<file path="config.mk">
export PLATFORM = sky130hd
export DESIGN_NAME = sine_pwm_gen
export DESIGN_NICKNAME = d
export VERILOG_FILES = /design/src/rtl/sine_pkg.sv /design/src/rtl/sine_pwm_gen.sv
export SDC_FILE = /design/constraint.sdc
export NUM_CORES = 1
export LEC_CHECK = 0
export BUFFER_PORTS_ARGS = -buffer_cell sky130_fd_sc_hd__buf_2
export CORE_MARGIN = 1
export CORE_UTILIZATION = 50
export DETAILED_ROUTE_END_ITERATION = 10
export PLACE_DENSITY = 0.72
export SLEW_MARGIN = 20
export SYNTH_ARGS = -nofsm -noshare
export SYNTH_HDL_FRONTEND = slang
export SYNTH_SLANG_ARGS = --single-unit
</file>
<file path="constraint.sdc">
create_clock -name clka -period 3 [get_ports clka]
set_clock_uncertainty 0.2 [all_clocks]
set_input_delay 0.6 -clock clka [delete_from_list [all_inputs] [get_ports clka]]
set_output_delay 0.6 -clock clka [all_outputs]
set_load 0.005 [all_outputs]
</file>
<file path="src/rtl/sine_pkg.sv">
// Shared defaults and fetch-FSM encoding for the sine-PWM read side.
package sine_pkg;

    localparam int SINE_ADDR_W  = 4;
    localparam int SINE_DATA_W  = 8;
    localparam int SINE_PHASE_W = 16;
    localparam int SINE_ROM_LAT = 1;

    typedef enum logic [1:0] {
        IDLE    = 2'd0,
        WAIT    = 2'd1,
        CAPTURE = 2'd2
    } fetch_state_e;

endpackage

</file>
<file path="src/rtl/sine_pwm_gen.sv">
// Phase-accumulator ROM sequencer with double-buffered PWM duty.
// One ROM fetch per PWM period; duty only changes at a period boundary.
//
//   state   | meaning
//   --------+-----------------------------------------------------------
//   IDLE    | waiting for period start (en & cnt==0)
//   WAIT    | ROM read in flight, ROM_LAT+1 cycles, captures douta on exit
//   CAPTURE | sample holds the new value; sample_valid high this cycle
module sine_pwm_gen
    import sine_pkg::*;
#(
    parameter int ADDR_W  = SINE_ADDR_W,
    parameter int DATA_W  = SINE_DATA_W,
    parameter int PHASE_W = SINE_PHASE_W,
    parameter int ROM_LAT = SINE_ROM_LAT
) (
    input  logic               clka,
    input  logic               rsta,
    input  logic               en,
    input  logic [PHASE_W-1:0] phase_inc,
    output logic [ADDR_W-1:0]  addra,
    input  logic [DATA_W-1:0]  douta,
    output logic [DATA_W-1:0]  sample,
    output logic               sample_valid,
    output logic               period_tick,
    output logic               pwm_out
);

    localparam int WAIT_W = $clog2(ROM_LAT + 2);

    // The fetch must finish before the next period start can arrive.
    if (2**DATA_W <= ROM_LAT + 3) begin : g_bad_cfg
        $error("sine_pwm_gen: PWM period too short for ROM latency");
    end

    logic [DATA_W-1:0]  cnt;
    logic [DATA_W-1:0]  duty;
    logic [PHASE_W-1:0] phase;
    logic [WAIT_W-1:0]  wcnt;
    logic               load_sample;
    fetch_state_e       state, state_nxt;

    assign period_tick  = en & ~rsta & (cnt == '0);
    assign sample_valid = (state == CAPTURE);
    assign pwm_out      = en & (cnt < duty);

    always_ff @(posedge clka) begin
        if (rsta) begin
            state <= IDLE;
        end else begin
            state <= state_nxt;
        end
    end

    always_comb begin
        state_nxt   = state;
        load_sample = 1'b0;
        if (!en) begin
            state_nxt = IDLE;
        end else begin
            case (state)
                IDLE:    if (cnt == '0) state_nxt = WAIT;
                WAIT:    if (wcnt == '0) begin
                             state_nxt   = CAPTURE;
                             load_sample = 1'b1;
                         end
                CAPTURE: state_nxt = IDLE;
                default: state_nxt = IDLE;
            endcase
        end
    end

    always_ff @(posedge clka) begin
        if (rsta) begin
            cnt    <= '0;
            duty   <= '0;
            phase  <= '0;
            wcnt   <= '0;
            addra  <= '0;
            sample <= '0;
        end else begin
            if (!en) begin
                cnt <= '0;
            end else begin
                cnt <= cnt + 1'b1;
            end

            if (period_tick) begin
                duty  <= sample;
                addra <= phase[PHASE_W-1 -: ADDR_W];
                phase <= phase + phase_inc;
                wcnt  <= WAIT_W'(ROM_LAT);
            end else if (state == WAIT && wcnt != '0) begin
                wcnt <= wcnt - 1'b1;
            end

            if (load_sample) begin
                sample <= douta;
            end
        end
    end

endmodule

</file>
==> Word level (Yosys, flattened, before mapping) <==
Cells that the tools add are included.
W data, S select, Z words.
{ "word_totals": {"regBits": 48, "wordCells": 38} }
{ "op_classes": {"bitwise": 5, "n_mux": 8, "reduce_logical": 9, "n_eq_ne": 4, "order_cmp": 1, "n_addsub": 3} }
{ "op_table": {"columns": ["operator", "n"], "rows": [
  ["$add A16 B16 Y16", 1],
  ["$add A8 B1 Y8 const B", 1],
  ["$logic_not A8 Y1", 1],
  ["$lt A8 B8 Y1", 1],
  ["$mux W1", 5],
  ["$logic_not A2 Y1", 2],
  ["$mux W2", 2],
  ["$ne A2 B2 Y1 const B", 2],
  ["$pmux W2 S2", 1],
  ["$reduce_bool A2 Y1", 2],
  ["$reduce_or A2 Y1", 2],
  ["$and A1 B1 Y1", 3],
  ["$eq A2 B1 Y1 const B", 1],
  ["$eq A2 B2 Y1 const B", 1],
  ["$not A1 Y1", 2],
  ["$reduce_and A2 Y1", 1],
  ["$sub A2 B1 Y2 const B", 1],
  ["$logic_and A1 B1 Y1", 1]
]} }

==> Logic depth before layout (Yosys ltp) <==
{ "depth": {"word_depth": 4, "ltp_mapped": 8} }

==> Worst setup path before layout <==
Ideal clock, no wire load.
{ "synth_timing": {"path_type": "input to register", "start": "input port phase_inc[0]", "end": "register phase[14]", "required_time_ps": 2676, "path_slack_ps": 578, "arrival_time_ps": 2099, "stages": 8, "setup_ps": 124, "cell_sequence": "ha_1 -> fa_1 -> a21oi_1 -> o211a_1 -> nor2_1 -> a31o_1 -> mux2i_1 -> nand3_1"} }
{ "synth_between": {"elab_chain_cells": 1} }
{ "synth_rtl": {"columns": ["item", "line", "source"], "rows": [
  ["start: declaration", "sine_pwm_gen.sv:20", "input logic [PHASE_W-1:0] phase_inc,"],
  ["$add A16 B16 Y16", "sine_pwm_gen.sv:91", "phase <= phase + phase_inc;"],
  ["end signal: assignment", "sine_pwm_gen.sv:91", null],
  ["end: declaration", "sine_pwm_gen.sv:38", "logic [PHASE_W-1:0] phase;"]
]} }
No other way between the ends.
A chain may end at the register's enable or synchronous reset.

==> Worst setup path in the final report <==
{ "layout_timing": {"start": "register cnt[1]", "end": "output port pwm_out"} }
{ "layout_between": {"elab_chain_cells": 2} }
{ "layout_rtl": {"columns": ["item", "line", "source"], "rows": [
  ["start: declaration", "sine_pwm_gen.sv:36", "logic [DATA_W-1:0] cnt;"],
  ["start signal: assignment", "sine_pwm_gen.sv:85", "cnt <= cnt + 1'b1;"],
  ["$lt A8 B8 Y1", "sine_pwm_gen.sv:45", "assign pwm_out = en & (cnt < duty);"],
  ["$and A1 B1 Y1", "sine_pwm_gen.sv:45", null],
  ["end: declaration", "sine_pwm_gen.sv:26", "output logic pwm_out"]
]} }
No other way between the ends.

==> flow_metrics.tcl <==
set metrics [dict create \
    route.met3.wl_um 204 \
    fill_cells 512 \
    io-pin-count 42 \
    synth_cells 330 \
    cts_tree "done" \
    dr_wl_met2_um 2420 \
    max_slew.worst_pin.slew_ns 0.423 \
    worst_ep_required_time_ns 2.20 \
    syn_nets 383 \
    hold_viol_final 0 \
    outcome "complete, no violations" \
    gp_congestion 0.792 \
    wire_per_inst_um 12.3 \
    holdBufCountCts 0 \
    synthFlopType "dfxtp_1" \
    synth_edf_count 0 \
    core_area_um2 5110 \
    critical_path_arrival_ns 1.82 \
    firstDrtPassIters 4 \
    synth_cell_types 46 \
    rsz0062_at_grt "no" \
    syn2layout_area_growth_pct 13.9 \
    max_freq_mhz 382 \
    hold_class "reg -> reg" \
    period_share 0.872 \
    grt_pass1_vias 2049 \
    clockRootBuffer "clkbuf_8" \
    antenna_found_initial 0 \
    top_layer "met4" \
    relSlewSlack 0.718 \
    drv_cap 0 \
    drt_wl_total_um 5410 \
    crit_path_end_kind "output pin" \
    numCtsBuffers 5 \
    dr_total_vias 2293 \
    postLayoutCoreUtil 0.594 \
    insertion_delay_ns 0.30 \
    wl_met1_um 2760 \
    slew_violations 0 \
    cts_max_path_buffers 2 \
    power_density_nw_per_um2 492 \
    start_util 0.522 \
    grt_pass1_wl_um 9050 \
    grt-ovfl-total 0 \
    postCtsSetupBuffers 0 \
    final_common_cell "nand2_1" \
    dieArea_um2 5620 \
    p_leak_uw 0.00128 \
    ys_ff_latch 48 \
    synthArstFlopShare 0 \
    layout_common_cells "nand2_1 (65), dfxtp_1 (48), buf_2 (41)" \
    yosysSeqAreaShare 0.361 \
    cts.clk_slew.worst_paths_ns 0.09 \
    antenna_cells 0 \
    finalSetupViolCount 0 \
    drc 0 \
    htree_levels 2 \
    holdWs_ns 0.236 \
    cp_max_fo 4 \
    synth.yosys.warnings 0 \
    track_usage 0.210 \
    hpwlAfterDp_um 3900 \
    rows 26 \
    cts_repair_resize_count 0 \
    cts.sinks 48 \
    setup_tns_ns 0 \
    drtAntennaViolNets 0 \
    ir_drop_uv 312 \
    syn_area_per_cell_um2 8.07 \
    port_buffers 41 \
    worst_setup_path_start_kind "flop" \
    die_x_um 75.0 \
    final_nets 422 \
    dr.first_iter.drc_count 81 \
    die-height_um 75.0 \
    grt_max_degree 41 \
    syn_area_um2 2660 \
    drive_gt1_frac 0.168 \
    worstSetupPathType "reg -> out" \
    layout_min_cycle_time_ns 2.62 \
    viasPerCell 5.21 \
]
[synthesized netlist by cell type, types with 2 or more instances]
| cell | n | area, um2 |
|---|---|---|
| nand2_1 | 65 | 244 |
| nor3_1 | 4 | 20.0 |
| nor2_1 | 24 | 90.1 |
| a21oi_2 | 3 | 26.3 |
| a21oi_1 | 39 | 195 |
| nand3b_1 | 4 | 30.0 |
| o211ai_1 | 4 | 30.0 |
| o21ai_0 | 10 | 50.1 |
| nand2b_1 | 2 | 12.5 |
| xor2_1 | 10 | 87.6 |
| nor3b_1 | 2 | 15.0 |
| xnor2_1 | 10 | 87.6 |
| o21ai_1 | 3 | 15.0 |
| and3_1 | 4 | 25.0 |
| nor2b_1 | 6 | 37.5 |
| buf_4 | 2 | 15.0 |
| inv_1 | 16 | 60.1 |
| clkbuf_1 | 8 | 30.0 |
| nand3_1 | 9 | 45.0 |
| ha_1 | 25 | 313 |
| and2_1 | 2 | 12.5 |
| a31oi_1 | 2 | 12.5 |
| a21o_1 | 4 | 30.0 |
| a211oi_2 | 3 | 37.5 |
| dfxtp_1 | 48 | 961 |
[critical path, cell delays in order, from the launching register on]
cell	delay [ns]
dfxtp_1	0.41
ha_1	0.26
a21o_1	0.15
a21o_1	0.18
a211oi_1	0.23
o211ai_1	0.12
nand2_1	0.07
buf_2	0.10
[worst paths after layout]
kind	startpoint	end	slack, ns	cells past startpoint
max reg2reg	phase[0]	phase[14]	0.74	8
min	state[1]	state[0]	0.24	1
min reg2reg	state[1]	state[0]	0.24	1
max	cnt[1]	pwm_out	0.38	7
[metrics by stage]
stage,instance area [um2],setup slack [ns],std cells,total power (uW)
6_report,3030,0.385,440,1490
5_1_grt,3030,0.243,440,1580
4_1_cts,3030,0.375,440,1500
3_5_place_dp,2930,0.338,432,1040
3_3_place_gp,2930,0.361,432,1030
2_1_floorplan,2660,0.578,330,959
[sequential cells by signal (all words and copies together) (netlist names)]
| name | count |
|---|---|
| addra | 4 |
| cnt | 8 |
| duty | 8 |
| phase | 16 |
| sample | 8 |
| state | 2 |
| wcnt | 2 |
[report_power, final]
group	internal [uW]	leakage (uW)	switching (uW)	total [uW]
sequential	675	0.000390	28.4	703
combinational	141	0.000835	181	322
clock	248	0.0000552	218	466
total	1060	0.00128	428	1490
[kinds of logic (layout without fill, tap and decap cells)]
logic type	after synthesis	count (layout)	synth area share
adders and majority gates	26	26	0.125
xor gates and xnor gates	20	20	0.0658
buffers and inverters	29	69	0.0441
DFF	48	48	0.361
and+or+nand+nor	126	126	0.210
AOI/OAI and AO/OA	80	80	0.191
muxes	1	1	0.00376
[routing by layer]
layer	global-route usage	up-vias
met3	0.0482	2
met4	0.0503	0
li1	-	1205
met1	0.286	1049
met5	0	-
met2	0.338	37
[layout make-up]
cell class,count,area [um2],share of cell area
multi-input combinational,253,1590,0.523
sequential,48,961,0.317
timing repair buffer,44,228,0.0751
tap,70,87.6,0.0289
clock buffer,6,72.6,0.0239
inverter,17,63.8,0.0210
clock inverter,2,35.0,0.0116
Power figures use the tool's default switching activity.
